==> config.mk <==
export PLATFORM = sky130hd
export DESIGN_NAME = projectile_ctl
export DESIGN_NICKNAME = d
export VERILOG_FILES = /design/src/rtl/projectile_ctl.sv
export SDC_FILE = /design/constraint.sdc
export NUM_CORES = 1
export LEC_CHECK = 0
export CORE_UTILIZATION = 50
export CTS_CLUSTER_SIZE = 8
export DETAILED_ROUTE_END_ITERATION = 7
export PLACE_DENSITY = 0.79
export SETUP_SLACK_MARGIN = 0.5
export SLEW_MARGIN = 20
export SYNTH_ARGS = -nofsm -noshare
export SYNTH_HDL_FRONTEND = slang
export SYNTH_SLANG_ARGS = --single-unit
export TNS_END_PERCENT = 100
==> constraint.sdc <==
create_clock -name clk -period 5.3 [get_ports clk]
set_input_delay 0.53 -clock clk [delete_from_list [all_inputs] [get_ports clk]]
set_output_delay 0.53 -clock clk [all_outputs]
set_load 0.03 [all_outputs]
==> src/rtl/projectile_ctl.sv <==
// Per-turn projectile flight engine: fixed-point ballistic step per frame, hit/miss detection,
// impact hold and next_turn handoff. Define WIND_DRIFT_EN to let the wind value drift vx.
module projectile_ctl #(
  parameter int unsigned FRAC_BITS   = 4,
  parameter int unsigned GRAVITY     = 2,
  parameter int unsigned WIND_SHIFT  = 3,
  parameter int unsigned GROUND_Y    = 600,
  parameter int unsigned SCREEN_W    = 1024,
  parameter int unsigned HOLD_FRAMES = 30,
  parameter int unsigned MAX_FRAMES  = 255
) (
  input  logic        clk,
  input  logic        rst,
  input  logic        frame_tick,
  input  logic        fire,
  input  logic        dir,
  input  logic [10:0] start_x,
  input  logic [10:0] start_y,
  input  logic [7:0]  vx0,
  input  logic [7:0]  vy0,
  input  logic [6:0]  wind,
  input  logic [10:0] tgt_x_min,
  input  logic [10:0] tgt_x_max,
  input  logic [10:0] tgt_y_min,
  input  logic [10:0] tgt_y_max,
  output logic [10:0] proj_x,
  output logic [10:0] proj_y,
  output logic        proj_active,
  output logic        impact,
  output logic        hit,
  output logic        miss,
  output logic        next_turn
);

  localparam int PW    = 12 + FRAC_BITS;
  localparam int IW    = PW + 1 - FRAC_BITS;
  localparam int CntW  = $clog2(MAX_FRAMES + 1);
  localparam int HoldW = $clog2(HOLD_FRAMES + 1);

  localparam logic signed [IW-1:0] GroundI   = IW'(GROUND_Y);
  localparam logic signed [IW-1:0] ScreenI   = IW'(SCREEN_W);
  localparam logic signed [PW-1:0] GroundFix = PW'(GROUND_Y * (2 ** FRAC_BITS));
  localparam logic signed [11:0]   GravV     = 12'(GRAVITY);

  typedef enum logic [1:0] {StIdle, StFlight, StHold} state_e;

  state_e                 state_q, state_d;
  logic signed [PW-1:0]   px_q, px_d, py_q, py_d;
  logic signed [11:0]     vx_q, vx_d, vy_q, vy_d;
  logic signed [7:0]      wind_acc_q, wind_acc_d;
  logic [CntW-1:0]        frame_cnt_q, frame_cnt_d;
  logic [HoldW-1:0]       hold_cnt_q, hold_cnt_d;
  logic                   hit_q, hit_d, miss_q, miss_d, next_turn_q, next_turn_d;

  logic signed [PW:0]     px_nxt, py_nxt;
  logic signed [IW-1:0]   x_int, y_int;
  logic signed [11:0]     vx_mag, vy_mag, wind_ext;
  logic                   in_box, off_screen;

  // Velocities clamp symmetrically so a runaway wind/gravity cannot wrap the sign.
  function automatic logic signed [11:0] sat_add(input logic signed [11:0] a,
                                                 input logic signed [11:0] b);
    logic signed [12:0] s;
    s = $signed({a[11], a}) + $signed({b[11], b});
    if (s > 13'sd2047) begin
      return 12'sd2047;
    end else if (s < -13'sd2047) begin
      return -12'sd2047;
    end
    return s[11:0];
  endfunction

`ifdef WIND_DRIFT_EN
  logic signed [7:0] wind_off;
  assign wind_off = $signed({1'b0, wind}) - 8'sd50;
  assign wind_acc_d = (state_q == StIdle && fire) ? (wind_off >>> WIND_SHIFT) : wind_acc_q;
`else
  logic unused_wind;
  assign unused_wind = ^wind;
  assign wind_acc_d  = '0;
`endif

  assign vx_mag   = $signed({4'b0000, vx0});
  assign vy_mag   = $signed({4'b0000, vy0});
  assign wind_ext = {{4{wind_acc_q[7]}}, wind_acc_q};

  // One bit of headroom so the screen/ground tests see the true sum before truncation.
  assign px_nxt = $signed({px_q[PW-1], px_q}) + $signed({{(PW-11){vx_q[11]}}, vx_q});
  assign py_nxt = $signed({py_q[PW-1], py_q}) + $signed({{(PW-11){vy_q[11]}}, vy_q});
  assign x_int  = $signed(px_nxt[PW:FRAC_BITS]);
  assign y_int  = $signed(py_nxt[PW:FRAC_BITS]);

  assign in_box = (x_int >= $signed({2'b00, tgt_x_min})) && (x_int <= $signed({2'b00, tgt_x_max}))
               && (y_int >= $signed({2'b00, tgt_y_min})) && (y_int <= $signed({2'b00, tgt_y_max}));
  assign off_screen = (x_int < 0) || (x_int >= ScreenI);

  always_comb begin
    state_d     = state_q;
    px_d        = px_q;
    py_d        = py_q;
    vx_d        = vx_q;
    vy_d        = vy_q;
    frame_cnt_d = frame_cnt_q;
    hold_cnt_d  = hold_cnt_q;
    hit_d       = 1'b0;
    miss_d      = 1'b0;
    next_turn_d = 1'b0;
    unique case (state_q)
      StIdle: begin
        if (fire) begin
          px_d        = $signed({1'b0, start_x, {FRAC_BITS{1'b0}}});
          py_d        = $signed({1'b0, start_y, {FRAC_BITS{1'b0}}});
          vx_d        = dir ? -vx_mag : vx_mag;
          vy_d        = -vy_mag;
          frame_cnt_d = '0;
          state_d     = StFlight;
        end
      end
      StFlight: begin
        if (frame_tick) begin
          px_d        = px_nxt[PW-1:0];
          py_d        = py_nxt[PW-1:0];
          vx_d        = sat_add(vx_q, wind_ext);
          vy_d        = sat_add(vy_q, GravV);
          frame_cnt_d = frame_cnt_q + 1'b1;
          hold_cnt_d  = '0;
          if (in_box) begin
            hit_d   = 1'b1;
            state_d = StHold;
          end else if (y_int >= GroundI) begin
            miss_d  = 1'b1;
            py_d    = GroundFix;
            state_d = StHold;
          end else if (off_screen || frame_cnt_d == CntW'(MAX_FRAMES)) begin
            miss_d  = 1'b1;
            state_d = StHold;
          end
        end
      end
      StHold: begin
        if (frame_tick) begin
          if (hold_cnt_q == HoldW'(HOLD_FRAMES - 1)) begin
            next_turn_d = 1'b1;
            hold_cnt_d  = '0;
            state_d     = StIdle;
          end else begin
            hold_cnt_d = hold_cnt_q + 1'b1;
          end
        end
      end
      default: state_d = StIdle;
    endcase
  end

  always_ff @(posedge clk) begin
    if (rst) begin
      state_q     <= StIdle;
      px_q        <= '0;
      py_q        <= '0;
      vx_q        <= '0;
      vy_q        <= '0;
      wind_acc_q  <= '0;
      frame_cnt_q <= '0;
      hold_cnt_q  <= '0;
      hit_q       <= 1'b0;
      miss_q      <= 1'b0;
      next_turn_q <= 1'b0;
    end else begin
      state_q     <= state_d;
      px_q        <= px_d;
      py_q        <= py_d;
      vx_q        <= vx_d;
      vy_q        <= vy_d;
      wind_acc_q  <= wind_acc_d;
      frame_cnt_q <= frame_cnt_d;
      hold_cnt_q  <= hold_cnt_d;
      hit_q       <= hit_d;
      miss_q      <= miss_d;
      next_turn_q <= next_turn_d;
    end
  end

  assign proj_x      = px_q[FRAC_BITS +: 11];
  assign proj_y      = py_q[FRAC_BITS +: 11];
  assign proj_active = (state_q == StFlight);
  assign impact      = (state_q == StHold);
  assign hit         = hit_q;
  assign miss        = miss_q;
  assign next_turn   = next_turn_q;

endmodule
==> metrics.txt <==
WHS 476 ps; critical path cell sequence ha_1 > inv_1 > fa_1 > nor2b_1 > o21ai_0 > o21ai_1 > a21o_1 > a21oi_1 > o21bai_1 > a21oi_1 > xnor2_2 > buf_4 > ha_1 > o21a_1 > o221ai_1 > nand2_1 > o221ai_1 > a311o_1 > nor4_2 > or3b_2 > o211ai_1 > a31oi_1; largest net degree at the start of global routing 64; vias per cell 5.76; Comb pwr share 0.462; outcome complete, no violations; Crit Path Class register to register; pwr/cell area 313 nW/um^2; Mapped Avg Cell Area 7.70 um^2; yosys synthesis warning count 0; switching power 995 uW; vias in the first global route 5963; post-DP HPWL 12.9 mm; # rows 41; Worst slew margin 0.363; Max FO, Critical Path 4; Max Buffers Root-to-Sink 2; largest area contributor in the synthesized netlist dfxtp_1; synthesized net count 1013; main area contributors after synthesis dfxtp_1 (23%), ha_1 (16%), nor2_1 (5.7%); Worst Max-Slew Pin Slew 943 ps; distinct cell type count after synthesis 66; Max Cap Viol 0; Final Power 2.47 mW; die height 115 um; Slowest-stage cell, CP or3b_2; # setup viols final 0; H-tree depth 3; synth-to-layout area growth 23.1%; boundary pin count 121; post-synthesis sequential area ratio 0.231; fin crit period 4510 ps; CTS tree done; Initial DRC Count 333; mapped cell area 6410 um^2; CP Data Required Time 5530 ps; startpoint types register; Final nets 1095; diode count 0; unrepaired setup endpoints after global routing false; DP Cell Count 1074; DRC viols 0; first drt pass iteration count 5; antenna violations before repair 0; CP top delay family compound AO/OA/AOI/OAI gates; clock network power share 0.259; Starting Density 0.510; total internal power 1.48 mW; # fillers 1083; EDFF count, synth 0; Hold Fails Final Rpt 0; VDD IR max 0.000318 V; fin util 0.628; Sum Neg Setup Slack 0 ps; Tightest Hold Check Type register to register; Lkg Pwr 3.50 nW; total track usage 0.270; Crit path buffers/inverters 2; Worst EP arrival 4740 ps; Sw Share 0.403; clock latency on the worst-skew pair 350 ps; first-pass GRT wire length 28.0 mm; Clock Skew 7.54 ps; post-route insts no fill 1092; fmax 0.222 GHz; Routed WL 17.5 mm; Cells after Synth 833; share of power burned in registers 0.279; Core ar. 12600 um^2; final period utilization 0.851; Primary FF master, synth dfxtp_1; FFs w/ async S/R, synth 0; Placer Congestion 0.923; CP Capture Type register; Synth Register Bits 74; drt wl/cell 16.0 um; Die W 115 um; layout cells sized above 1 0.0478; CTS Buf Count 9; Routed Antenna Nets 0; CTS clk-pin slew, worst paths 60 ps; Clock Sinks 74; Overflow after GRT 0; vias 6286; CP peak stage delay 530 ps; die area 13300 um^2; post-synth top area share 0.231; I/O Buffers 113; Slew Viols, Final 0; Root Buffer Master clkbuf_16
cells in the mapped netlist, types with 12 or more instances:
library cell / count
xor2_1: 19
dfxtp_1: 74
and3_1: 12
nand2_1: 63
inv_1: 67
nor3_1: 18
buf_4: 22
a21o_1: 19
nand3_1: 16
a22oi_1: 12
xnor2_1: 33
ha_1: 84
o21ai_0: 28
a21oi_1: 64
nor2_1: 97
o211ai_1: 13
clkbuf_1: 30
a211oi_1: 20
power by group through the flow:
stage	Sequential, mW	Clock, mW	Combinational, mW
2_1_floorplan	0.672	0	0.813
3_3_place_gp	0.700	0	1.08
3_5_place_dp	0.699	0	1.11
4_1_cts	0.687	0.644	1.12
5_1_grt	0.696	0.668	1.26
6_report	0.689	0.640	1.14
worst reg2reg max path, delay by kind of cell (launching register included):
kind / cells / cell delay [ps]
AO/OA/AOI/OAI: 12 / 1790
AND/OR/NAND/NOR: 4 / 1050
adder cells (fa/ha/maj): 3 / 840
flip-flops: 1 / 360
buffers and inverters: 2 / 210
XOR/XNOR: 1 / 170
metal layers:
metal	up-vias	share of wire	GRT usage
met3	34	0.068	0.0443
met5	-	0	0
li1	3134	-	-
met4	0	0.024	0.103
met1	2897	0.44	0.343
met2	221	0.47	0.459
worst paths after layout:
kind	endpoint	start	cells past startpoint	slack (ps)
setup / recovery	state_q[0]	vx_q[0]	22	790
hold / removal	py_q[2]	py_q[2]	2	480
setup reg to reg	state_q[0]	vx_q[0]	22	790
hold reg to reg	py_q[2]	py_q[2]	2	480
state kept, by name, summed over array words and instances (netlist names):
register and flops:
frame_cnt_q 8, vx_q 12, vy_q 12, px_q 16, next_turn 1, py_q 16
state_q 2, miss 1, hold_cnt_q 5, hit 1
metrics by stage:
step / area (um^2) / worst slack (ps)
floorplan: 6410 / 1120
global placement: 7550 / 587
detailed placement: 7550 / 519
CTS: 7860 / 530
global route: 7900 / 508
finish: 7900 / 789
cell type report:
| type | instances | area, um^2 | area share |
|---|---|---|---|
| Clock inverter | 6 | 65.1 | 0.00824 |
| Inverter | 67 | 251 | 0.0319 |
| Sequential cell | 74 | 1480 | 0.188 |
| Tap cell | 172 | 215 | 0.0273 |
| Timing Repair Buffer | 125 | 1220 | 0.154 |
| Multi-Input combinational cell | 638 | 4430 | 0.561 |
| Clock buffer | 10 | 239 | 0.0303 |
cell families after synthesis:
family | count (synthesis) | share of synthesized area
xor gates and xnor gates | 52 | 0.0710
muxes | 1 | 0.00156
AOI/OAI and AO/OA | 232 | 0.247
buffers and inverters | 121 | 0.0839
adders and majority gates | 86 | 0.170
and+or+nand+nor | 267 | 0.195
DFF | 74 | 0.231
layout by cell type (no fill, tap or decap), types with 12 or more instances in the layout:
master	Yosys	final
clkdlybuf4s50_1	0	112
nor2_1	97	96
ha_1	84	84
dfxtp_1	74	74
inv_1	67	67
nand2_1	63	63
a21oi_1	64	62
xnor2_1	33	31
o21ai_0	28	27
a211oi_1	20	20
xor2_1	19	19
a21o_1	19	18
nor3_1	18	18
nand3_1	16	16
o211ai_1	13	13
and3_1	12	12
a22oi_1	12	12
buf_4	22	12
repair_timing:
action,4_1_cts,5_1_grt
setup endpoints to repair,9,19
buffers inserted,0,2
hold buffers,0,0
pin swaps,0,2
resized for setup,1,6
No activity file was read; power rests on OpenSTA's default activity.
